File: src/rtl/score_keeper_if.sv
// Purpose: request/score bundle between the pushbutton processors, the
//          score_keeper core and the 7-segment display multiplexer.
// Signals:
//   clear_i                           - synchronous level clear / new game
//   a_up_i, a_down_i, b_up_i, b_down_i - per-team request pulses (multi-cycle)
//   a_tens_o, a_ones_o                - team A score, BCD
//   b_tens_o, b_ones_o                - team B score, BCD
//   lead_o                            - 00 tie, 01 A leads, 10 B leads
//   game_over_o                       - high while the game is over
//   winner_o                          - 00 none, 01 A, 10 B, 11 both
//   update_o                          - one-cycle strobe on any score change
// Modports: master = request source / display side, slave = score_keeper core.
interface score_keeper_if;
  logic       clear_i;
  logic       a_up_i;
  logic       a_down_i;
  logic       b_up_i;
  logic       b_down_i;
  logic [3:0] a_tens_o;
  logic [3:0] a_ones_o;
  logic [3:0] b_tens_o;
  logic [3:0] b_ones_o;
  logic [1:0] lead_o;
  logic       game_over_o;
  logic [1:0] winner_o;
  logic       update_o;

  modport master (
    output clear_i, a_up_i, a_down_i, b_up_i, b_down_i,
    input  a_tens_o, a_ones_o, b_tens_o, b_ones_o,
    input  lead_o, game_over_o, winner_o, update_o
  );

  modport slave (
    input  clear_i, a_up_i, a_down_i, b_up_i, b_down_i,
    output a_tens_o, a_ones_o, b_tens_o, b_ones_o,
    output lead_o, game_over_o, winner_o, update_o
  );
endinterface

File: src/rtl/score_keeper.sv
// Purpose: two-team BCD scoreboard. Counts one event per rising edge of each
//          request input, keeps two-digit BCD scores, tracks the leader and
//          ends the game when a team reaches WIN_SCORE. All outputs registered.
// Ports:
//   clk_1khz - 1 kHz clock, rising edge
//   rst_ni   - asynchronous active-low reset
//   bus      - score_keeper_if.slave (requests in, scores/status out)
// Parameters:
//   WIN_SCORE - decimal score that ends the game (1..99)
module score_keeper #(
  parameter int unsigned WIN_SCORE = 21
) (
  input  logic          clk_1khz,
  input  logic          rst_ni,
  score_keeper_if.slave bus
);

  localparam int unsigned DIGIT_W = 4;
  localparam int unsigned SCORE_W = 2 * DIGIT_W;
  localparam int unsigned REQ_W   = 4;
  localparam logic [SCORE_W-1:0] WIN_BCD =
    {DIGIT_W'(WIN_SCORE / 10), DIGIT_W'(WIN_SCORE % 10)};
  localparam logic [SCORE_W-1:0] MAX_BCD = 8'h99;

  localparam logic [1:0] LEAD_TIE = 2'b00;
  localparam logic [1:0] LEAD_A   = 2'b01;
  localparam logic [1:0] LEAD_B   = 2'b10;

  typedef enum logic {
    PLAY      = 1'b0,
    GAME_OVER = 1'b1
  } state_e;

  state_e             state_q;
  logic [SCORE_W-1:0] a_q;
  logic [SCORE_W-1:0] b_q;
  logic [1:0]         lead_q;
  logic [1:0]         winner_q;
  logic               game_over_q;
  logic               update_q;
  logic [REQ_W-1:0]   prev_q;

  logic [REQ_W-1:0]   req;
  logic [REQ_W-1:0]   ev;
  logic               a_inc;
  logic               a_dec;
  logic               b_inc;
  logic               b_dec;
  logic [SCORE_W-1:0] a_nxt;
  logic [SCORE_W-1:0] b_nxt;
  logic               a_win;
  logic               b_win;
  logic [1:0]         lead_nxt;
  logic               score_chg;

  // BCD +1, saturating at 99
  function automatic logic [SCORE_W-1:0] bcd_inc(input logic [SCORE_W-1:0] s);
    logic [DIGIT_W-1:0] tens;
    logic [DIGIT_W-1:0] ones;
    tens = s[SCORE_W-1:DIGIT_W];
    ones = s[DIGIT_W-1:0];
    if (s == MAX_BCD) begin
      return s;
    end
    if (ones == 4'd9) begin
      return {tens + 4'd1, 4'd0};
    end
    return {tens, ones + 4'd1};
  endfunction

  // BCD -1, saturating at 00
  function automatic logic [SCORE_W-1:0] bcd_dec(input logic [SCORE_W-1:0] s);
    logic [DIGIT_W-1:0] tens;
    logic [DIGIT_W-1:0] ones;
    tens = s[SCORE_W-1:DIGIT_W];
    ones = s[DIGIT_W-1:0];
    if (s == '0) begin
      return s;
    end
    if (ones == 4'd0) begin
      return {tens - 4'd1, 4'd9};
    end
    return {tens, ones - 4'd1};
  endfunction

  // Rising-edge events; prev_q resets to 1 so a request held through reset is ignored
  assign req = {bus.a_up_i, bus.a_down_i, bus.b_up_i, bus.b_down_i};
  assign ev  = req & ~prev_q;

  // Simultaneous up and down on one team cancel out
  assign a_inc = ev[3] & ~ev[2];
  assign a_dec = ev[2] & ~ev[3];
  assign b_inc = ev[1] & ~ev[0];
  assign b_dec = ev[0] & ~ev[1];

  // Post-update scores, leader and win detection while playing
  always_comb begin
    a_nxt = a_q;
    b_nxt = b_q;
    if (a_inc) begin
      a_nxt = bcd_inc(a_q);
    end else if (a_dec) begin
      a_nxt = bcd_dec(a_q);
    end
    if (b_inc) begin
      b_nxt = bcd_inc(b_q);
    end else if (b_dec) begin
      b_nxt = bcd_dec(b_q);
    end

    a_win     = (a_nxt == WIN_BCD);
    b_win     = (b_nxt == WIN_BCD);
    score_chg = (a_nxt != a_q) || (b_nxt != b_q);

    // Packed BCD compares like decimal: tens nibble dominates
    if (a_nxt > b_nxt) begin
      lead_nxt = LEAD_A;
    end else if (b_nxt > a_nxt) begin
      lead_nxt = LEAD_B;
    end else begin
      lead_nxt = LEAD_TIE;
    end
  end

  // State, scores and all registered outputs
  always_ff @(posedge clk_1khz or negedge rst_ni) begin
    if (!rst_ni) begin
      state_q     <= PLAY;
      a_q         <= '0;
      b_q         <= '0;
      lead_q      <= LEAD_TIE;
      winner_q    <= 2'b00;
      game_over_q <= 1'b0;
      update_q    <= 1'b0;
      prev_q      <= '1;
    end else begin
      prev_q   <= req;
      update_q <= 1'b0;
      if (bus.clear_i) begin
        // Clear wins over any event in the same cycle
        state_q     <= PLAY;
        a_q         <= '0;
        b_q         <= '0;
        lead_q      <= LEAD_TIE;
        winner_q    <= 2'b00;
        game_over_q <= 1'b0;
        update_q    <= (a_q != '0) || (b_q != '0);
      end else begin
        case (state_q)
          PLAY: begin
            a_q      <= a_nxt;
            b_q      <= b_nxt;
            lead_q   <= lead_nxt;
            update_q <= score_chg;
            if (a_win || b_win) begin
              state_q     <= GAME_OVER;
              game_over_q <= 1'b1;
              winner_q    <= {b_win, a_win};
            end
          end
          GAME_OVER: begin
            // Scores frozen until clear
            state_q <= GAME_OVER;
          end
          default: begin
            state_q <= PLAY;
          end
        endcase
      end
    end
  end

  assign bus.a_tens_o    = a_q[SCORE_W-1:DIGIT_W];
  assign bus.a_ones_o    = a_q[DIGIT_W-1:0];
  assign bus.b_tens_o    = b_q[SCORE_W-1:DIGIT_W];
  assign bus.b_ones_o    = b_q[DIGIT_W-1:0];
  assign bus.lead_o      = lead_q;
  assign bus.game_over_o = game_over_q;
  assign bus.winner_o    = winner_q;
  assign bus.update_o    = update_q;

endmodule

File: src/flat_wrapper.sv
// flat-port wrapper written by rule: the top's interface ports become plain ports
module score_keeper_flat 
#(
  parameter int unsigned WIN_SCORE = 21
)
  (clk_1khz, rst_ni, bus_clear_i, bus_a_up_i, bus_a_down_i, bus_b_up_i, bus_b_down_i, bus_a_tens_o, bus_a_ones_o, bus_b_tens_o, bus_b_ones_o, bus_lead_o, bus_game_over_o, bus_winner_o, bus_update_o);
  score_keeper_if bus_i ();
  input  logic clk_1khz;
  input  logic rst_ni;
  input wire logic [$bits(bus_i.clear_i)-1:0] bus_clear_i;
  input wire logic [$bits(bus_i.a_up_i)-1:0] bus_a_up_i;
  input wire logic [$bits(bus_i.a_down_i)-1:0] bus_a_down_i;
  input wire logic [$bits(bus_i.b_up_i)-1:0] bus_b_up_i;
  input wire logic [$bits(bus_i.b_down_i)-1:0] bus_b_down_i;
  output wire logic [$bits(bus_i.a_tens_o)-1:0] bus_a_tens_o;
  output wire logic [$bits(bus_i.a_ones_o)-1:0] bus_a_ones_o;
  output wire logic [$bits(bus_i.b_tens_o)-1:0] bus_b_tens_o;
  output wire logic [$bits(bus_i.b_ones_o)-1:0] bus_b_ones_o;
  output wire logic [$bits(bus_i.lead_o)-1:0] bus_lead_o;
  output wire logic [$bits(bus_i.game_over_o)-1:0] bus_game_over_o;
  output wire logic [$bits(bus_i.winner_o)-1:0] bus_winner_o;
  output wire logic [$bits(bus_i.update_o)-1:0] bus_update_o;
  assign bus_i.clear_i = bus_clear_i;
  assign bus_i.a_up_i = bus_a_up_i;
  assign bus_i.a_down_i = bus_a_down_i;
  assign bus_i.b_up_i = bus_b_up_i;
  assign bus_i.b_down_i = bus_b_down_i;
  assign bus_a_tens_o = bus_i.a_tens_o;
  assign bus_a_ones_o = bus_i.a_ones_o;
  assign bus_b_tens_o = bus_i.b_tens_o;
  assign bus_b_ones_o = bus_i.b_ones_o;
  assign bus_lead_o = bus_i.lead_o;
  assign bus_game_over_o = bus_i.game_over_o;
  assign bus_winner_o = bus_i.winner_o;
  assign bus_update_o = bus_i.update_o;
  score_keeper #(.WIN_SCORE(WIN_SCORE)) u_core (.clk_1khz(clk_1khz), .rst_ni(rst_ni), .bus(bus_i));
endmodule
File: config.mk
export PLATFORM = sky130hd
export DESIGN_NAME = score_keeper_flat
export DESIGN_NICKNAME = d
export VERILOG_FILES = /design/src/rtl/score_keeper_if.sv /design/src/rtl/score_keeper.sv /design/src/flat_wrapper.sv
export SDC_FILE = /design/constraint.sdc
export NUM_CORES = 1
export LEC_CHECK = 0
export ABC_CLOCK_PERIOD_IN_PS = 3100
export BUFFER_PORTS_ARGS = -buffer_cell sky130_fd_sc_hd__buf_2
export CAP_MARGIN = 5
export CORE_UTILIZATION = 46
export CTS_CLUSTER_SIZE = 20
export DETAILED_ROUTE_END_ITERATION = 7
export MAX_ROUTING_LAYER = met4
export PLACE_DENSITY = 0.7
export RECOVER_POWER = 50
export SETUP_SLACK_MARGIN = 0.15
export SLEW_MARGIN = 25
export SYNTH_ARGS = -nofsm -noshare
export SYNTH_HDL_FRONTEND = slang
export SYNTH_SLANG_ARGS = --single-unit
File: constraint.sdc
create_clock -name clk_1khz -period 3.1 [get_ports clk_1khz]
set_clock_uncertainty 0.2 [all_clocks]
set_input_delay 0.93 -clock clk_1khz [delete_from_list [all_inputs] [get_ports clk_1khz]]
set_output_delay 0.93 -clock clk_1khz [all_outputs]
set_load 0.1 [all_outputs]
* Word level (Yosys, flattened, before mapping)
Index checks and enable logic that the tools add are counted.
Widths: inputs -> output; s select.
** Cells by class
- Add/sub/neg operators :: 8
- Magnitude comparators :: 2
- Equal/unequal tests :: 9
- Mux-type cells :: 63
- Bitwise operators :: 11
- Reductions and logical operators :: 11
** Operators by type and width (count)
- $mux 8 :: 24
- $mux 1 :: 31
- $add 4x1->4 const B :: 4
- $eq 8x6->1 const B :: 2
- $eq 8x8->1 const B :: 2
- $gt 8x8->1 :: 2
- $logic_not 8->1 :: 2
- $ne 8x8->1 :: 2
- $reduce_bool 8->1 :: 2
- $sub 4x1->4 const B :: 4
- $mux 2 :: 7
- $eq 4x4->1 const B :: 2
- $logic_not 4->1 :: 2
- $not 1->1 :: 5
- $and 1x1->1 :: 4
- $and 4x4->4 :: 1
- $not 4->4 :: 1
- $logic_or 1x1->1 :: 3
- $ne 2x2->1 const B :: 1
- $pmux 1 s2 :: 1
- $reduce_and 2->1 :: 1
- $reduce_bool 2->1 :: 1
** Storage, ports and cells
- Flip-flop bits (word level) :: 27
- Input bits :: 7
- Output and inout bits :: 22
- Word-level logic and storage cells :: 112

* Depth between registers and ports, before layout
- Depth after elaboration :: 18
- Depth in mapped cells :: 15
- Mapped depth without buffers :: 14

* Least setup slack after synthesis
Ideal clock, no wire load.
- Path kind :: reg2reg
- From :: register u_core.b_q[5]
- To :: register u_core.lead_q[0], in the netlist u_core.bus.lead_o[0]
- Library setup time :: 136 ps
- Arrival :: 3613 ps
- Required time :: 2764 ps
- Path slack :: -850 ps
- Stages on the path, launching flop included :: 14
- Buffers on the path :: 0
- Clock period less this slack :: 3950 ps
- Cells stage by stage :: dfrtp_1 -> inv_1 -> ha_1 -> and3b_1 -> or4b_1 -> o22a_1 -> a221o_1 -> ha_1 -> a21o_1 -> a21o_1 -> a21oi_1 -> o21ai_0 -> o211ai_1 -> a21oi_1
** On the way
- Cells in the longest elaborated chain, start to end :: 11
- Elaborated cells on any way between the ends :: 23
- Those cells by class :: add/sub: 2; order compare: 1; eq/ne: 1; mux: 18; reduce/logical: 1
** RTL lines
- start: declaration :: line score_keeper.sv:36 : logic [SCORE_W-1:0] b_q;
- start signal: assignment :: line score_keeper.sv:152 : b_q <= b_nxt;
- parallel branches: the longest is 6 deep, another holds $sub 4x1->4
- $mux 8 (*) :: line score_keeper.sv:105 : if (b_inc) begin
- $gt 8x8->1 (*) :: line score_keeper.sv:116 : if (a_nxt > b_nxt) begin
- $mux 2 (*) :: line score_keeper.sv:116
- $mux 2 (*) :: line score_keeper.sv:149 : case (state_q)
- $mux 2 (*) :: line score_keeper.sv:139 : if (bus.clear_i) begin
- end signal: assignment :: line score_keeper.sv:153 : lead_q <= lead_nxt;
- end: declaration :: line score_keeper.sv:37 : logic [1:0] lead_q;
Every way passes the cells marked *. The select of a mux whose other input is x is not followed.
A chain may end at the register's enable or synchronous reset.

* Final worst setup path
- From :: input port bus_b_down_i
- To :: register u_core.lead_q[1], in the netlist u_core.bus.lead_o[1]
** On the way
- Cells in the longest elaborated chain, start to end :: 9
- Elaborated cells on any way between the ends :: 12
- Those cells by class :: order compare: 2; mux: 6; bitwise: 4
** RTL lines
- start: declaration :: line flat_wrapper.sv:14 : input wire logic [$bits(bus_i.b_down_i)-1:0] bus_b_down_i;
- $and 4x4->4 (*) :: line score_keeper.sv:88 : assign ev = req & ~prev_q;
- $and 1x1->1 / $not 1->1 (equally long branches) :: line score_keeper.sv:94, score_keeper.sv:93
- $mux 8 / $and 1x1->1 (equally long branches) :: line score_keeper.sv:107, score_keeper.sv:93
- $mux 8 (*) :: line score_keeper.sv:105
- $gt 8x8->1 :: line score_keeper.sv:118 : end else if (b_nxt > a_nxt) begin
- $mux 2 :: line score_keeper.sv:118
- $mux 2 (*) :: line score_keeper.sv:116
- $mux 2 (*) :: line score_keeper.sv:149
- $mux 2 (*) :: line score_keeper.sv:139
Mark *: on every way between the ends. The rest lies on a longest branch, timed or not. The select of a mux whose other input is x is not followed.

==> impl_metrics.csv <==
group,metric,value,unit
sta,setup_ws,-0.174,ns
hold_path,hold_class,"reg2reg",
global_routing,overflow,0,
final_layout,share_of_layout_cells_above_drive_strength_1,40.0,%
routing,route.detailed.drc,0,
routing,drt_first_iter_violations,289,
die,io_pins,29,
sta,final_min_period_over_clock_period,106,%
global_routing,grt_antenna_before_repair,0,
worst_setup_path,critPathArrivalTime,3.28,ns
routing,postRouteAntennaNets,0,
sta,fmax,305,MHz
pwr,irDropWorstVdd,0.322,mV
sta,rsz0062_at_grt,"yes",
cts,clockRootBuffer,"clkbuf_8",
final_layout,most_frequent_cells_in_the_layout,"68 x buf_4, 30 x nor2_1, 26 x buf_2, 25 x nand2_1, 17 x a21oi_1",
cts,cts_tree,"yes",
cts,numClockSinks,27,
die,floorplan.initialDensity,48.0,%
final_layout,layout.cells.most_common,"buf_4",
synthesis,synthesis.nets,299,
cts,worst_skew_pair.late_latency,0.28,ns
worst_setup_path,cp-start-kind,"primary input",
die,num_rows,25,
placement,gpl.final_weighted_congestion,0.902,
job,drv.max_cap_violation_count,0,
worst_setup_path,crit_path_max_fanout,2,
final_layout,finish.net_count,384,
sta,worstMarginPinSlew,0.772,ns
sta,final-hold-violation-count,0,
routing,first_pass_iters,4,
final_layout,final-instance-count-excl-fill,427,
global_routing,grt_first_pass_wirelength,10100,um
cts,cts.hold.buffers_added,0,
pwr,p_leak,0.00147,uW
routing,viasPerCell,5.66,
sta,relSlewSlack,48.5,%
worst_setup_path,critPathRequiredTime,3.11,ns
synthesis,synth_edf_count,0,
synthesis,synth_async_sr_flop_share,100,%
die,die_y,72.2,um
synthesis,netlist_area,2270,um2
cts,numCtsBuffers,3,
pwr,power_density,371,nW/um2
cts,htreeDepth,1,
placement,numPortBuffers,28,
global_routing,pin_count_of_the_biggest_net_entering_global_routing,28,
synthesis,cells_after_synth,276,
placement,dp_cells,418,
die,core_region_area,4720,um2
synthesis,synth.distinct_cells,59,
synthesis,yosysSeqAreaShare,30.0,%
outcome,failed_checks,"setup timing",
synthesis,synth_flop_cell,"dfrtp_1",
final_layout,syn_to_final_growth,37.5,%
routing,wirelength,6420,um
final_layout,layout.filler_cells,384,
die,floorplan.die.width,72.2,um
synthesis,synth_warnings,0,
worst_setup_path,crit_path_end_kind,"register",
final_layout,insertedDiodeCount,0,
worst_setup_path,critical_path_class,"in2reg",
synthesis,synth.avg_cell_area,8.21,um2
synthesis,synth-seq-cells,27,
global_routing,first_global_vias,2183,
placement,hpwl,4590,um
cts,clock_tree.buffer_depth,2,
outcome,status,"complete, but fails checks",
sta,timing.final.crit_period,3.27,ns
routing,routedWlPerCell,15.0,um
cts,cts.reportedPaths.clkPinSlew,0.10,ns
sta,final_max_slew_viol_count,0,
routing,num_vias,2415,
sta,final_setup_violating_endpoints,2,
pwr,finalPower,1160,uW
global_routing,grt_usage,25.1,%
die,die_area,5210,um2
## per-stage QoR
| stage | cell area, um2 | hold WS (ns) | setup slack, ns | util, % | setup TNS, ns |
|---|---|---|---|---|---|
| 2_1_floorplan | 2310 | 0.434 | -0.282 | - | -0.565 |
| 3_3_place_gp | 2950 | 0.292 | -0.448 | 62.4 | -1.82 |
| 3_5_place_dp | 2950 | 0.306 | -0.505 | 62.4 | -1.85 |
| 4_1_cts | 3040 | 0.335 | -0.191 | 64.3 | -0.363 |
| 5_1_grt | 3120 | 0.367 | -0.247 | 66.0 | -0.493 |
| 6_report | 3120 | 0.325 | -0.174 | 66.0 | -0.332 |
## cell type report
cell class	count	area [um2]	area share [%]
multi-input cells	221	1560	50.1
flip-flops and latches	27	704	22.6
repair buffers	97	678	21.8
well taps	67	83.8	2.69
clock buffers	3	41.3	1.33
inverters	11	41.3	1.33
clock inverters	1	5.00	0.161
## metal layers
layer | global-route usage [%] | share of wire, % | vias up
met4 | 8.06 | 2.0 | 0
met1 | 35.3 | 49 | 1135
met5 | - | 0 | -
li1 | - | - | 1199
met3 | 2.78 | 3.1 | 14
met2 | 37.8 | 46 | 67
## final timing paths
kind	from	to	slack (ns)	cells past startpoint
max in group asynchronous	rst_ni	u_core.b_q[5]	1.76	1
worst min-delay path	u_core.bus.winner_o[1]	u_core.bus.winner_o[1]	0.33	1
min in group asynchronous	rst_ni	u_core.state_q	0.46	1
worst max register to register	u_core.b_q[4]	u_core.bus.lead_o[1]	-0.14	12
worst max-delay path	bus_b_down_i	u_core.bus.lead_o[1]	-0.17	12
worst min register to register	u_core.bus.winner_o[1]	u_core.bus.winner_o[1]	0.33	1
## critical path, stage by stage
cell and delay (ns):
buf_6 0.10, nor2b_4 0.12, or4b_4 0.53, o22a_1 0.23, a221o_1 0.35, ha_4 0.23, a21o_1 0.16, a21o_1 0.17
a21oi_1 0.12, o21ai_1 0.10, o21a_1 0.18, nor2_1 0.08
## Yosys cell counts (all sizes together) (4+ instances only)
master	instances	area share, %
o21ai	10	2.2
dfrtp	23	25
nand3	10	2.4
a31oi	5	1.4
ha	16	8.8
dfstp	4	4.6
nor3	9	2.2
or3	6	1.9
nor4	4	1.4
inv	11	1.8
mux2i	7	3.3
nand4	7	1.9
a211oi	7	2.3
nand2	25	4.1
nor2	30	5.0
a21o	5	1.7
nor2b	5	1.4
a21oi	17	3.8
clkbuf	16	2.7
nand2b	6	1.7
## cell families after synthesis
kind of cell | share of synthesized area, %
buf+inv | 4.69
fa+ha+maj | 8.83
mux | 3.75
flops | 30.0
xor+xnor | 0.773
compound gates | 21.8
simple gates | 30.1
## registers in the layout, summed over array words and instances (netlist names)
register / cells
u_core.b_q: 8
u_core.bus.winner_o: 2
u_core.state_q: 1
u_core.prev_q: 4
u_core.bus.game_over_o: 1
u_core.bus.update_o: 1
u_core.a_q: 8
u_core.bus.lead_o: 2
## what timing repair did
action / 4_1_cts / 5_1_grt
resized for setup: 7 / 10
buffers inserted: 2 / 3
hold endpoints to repair: 0 / 0
pin swaps: 6 / 4
setup endpoints to repair: 6 / 6
## report_power, final
group | total, uW | internal, uW | switching, uW
Combinational | 552 | 195 | 357
Sequential | 395 | 380 | 14.2
Clock | 211 | 90.3 | 121
Total | 1160 | 666 | 492
(Power assumes the default switching activity.)
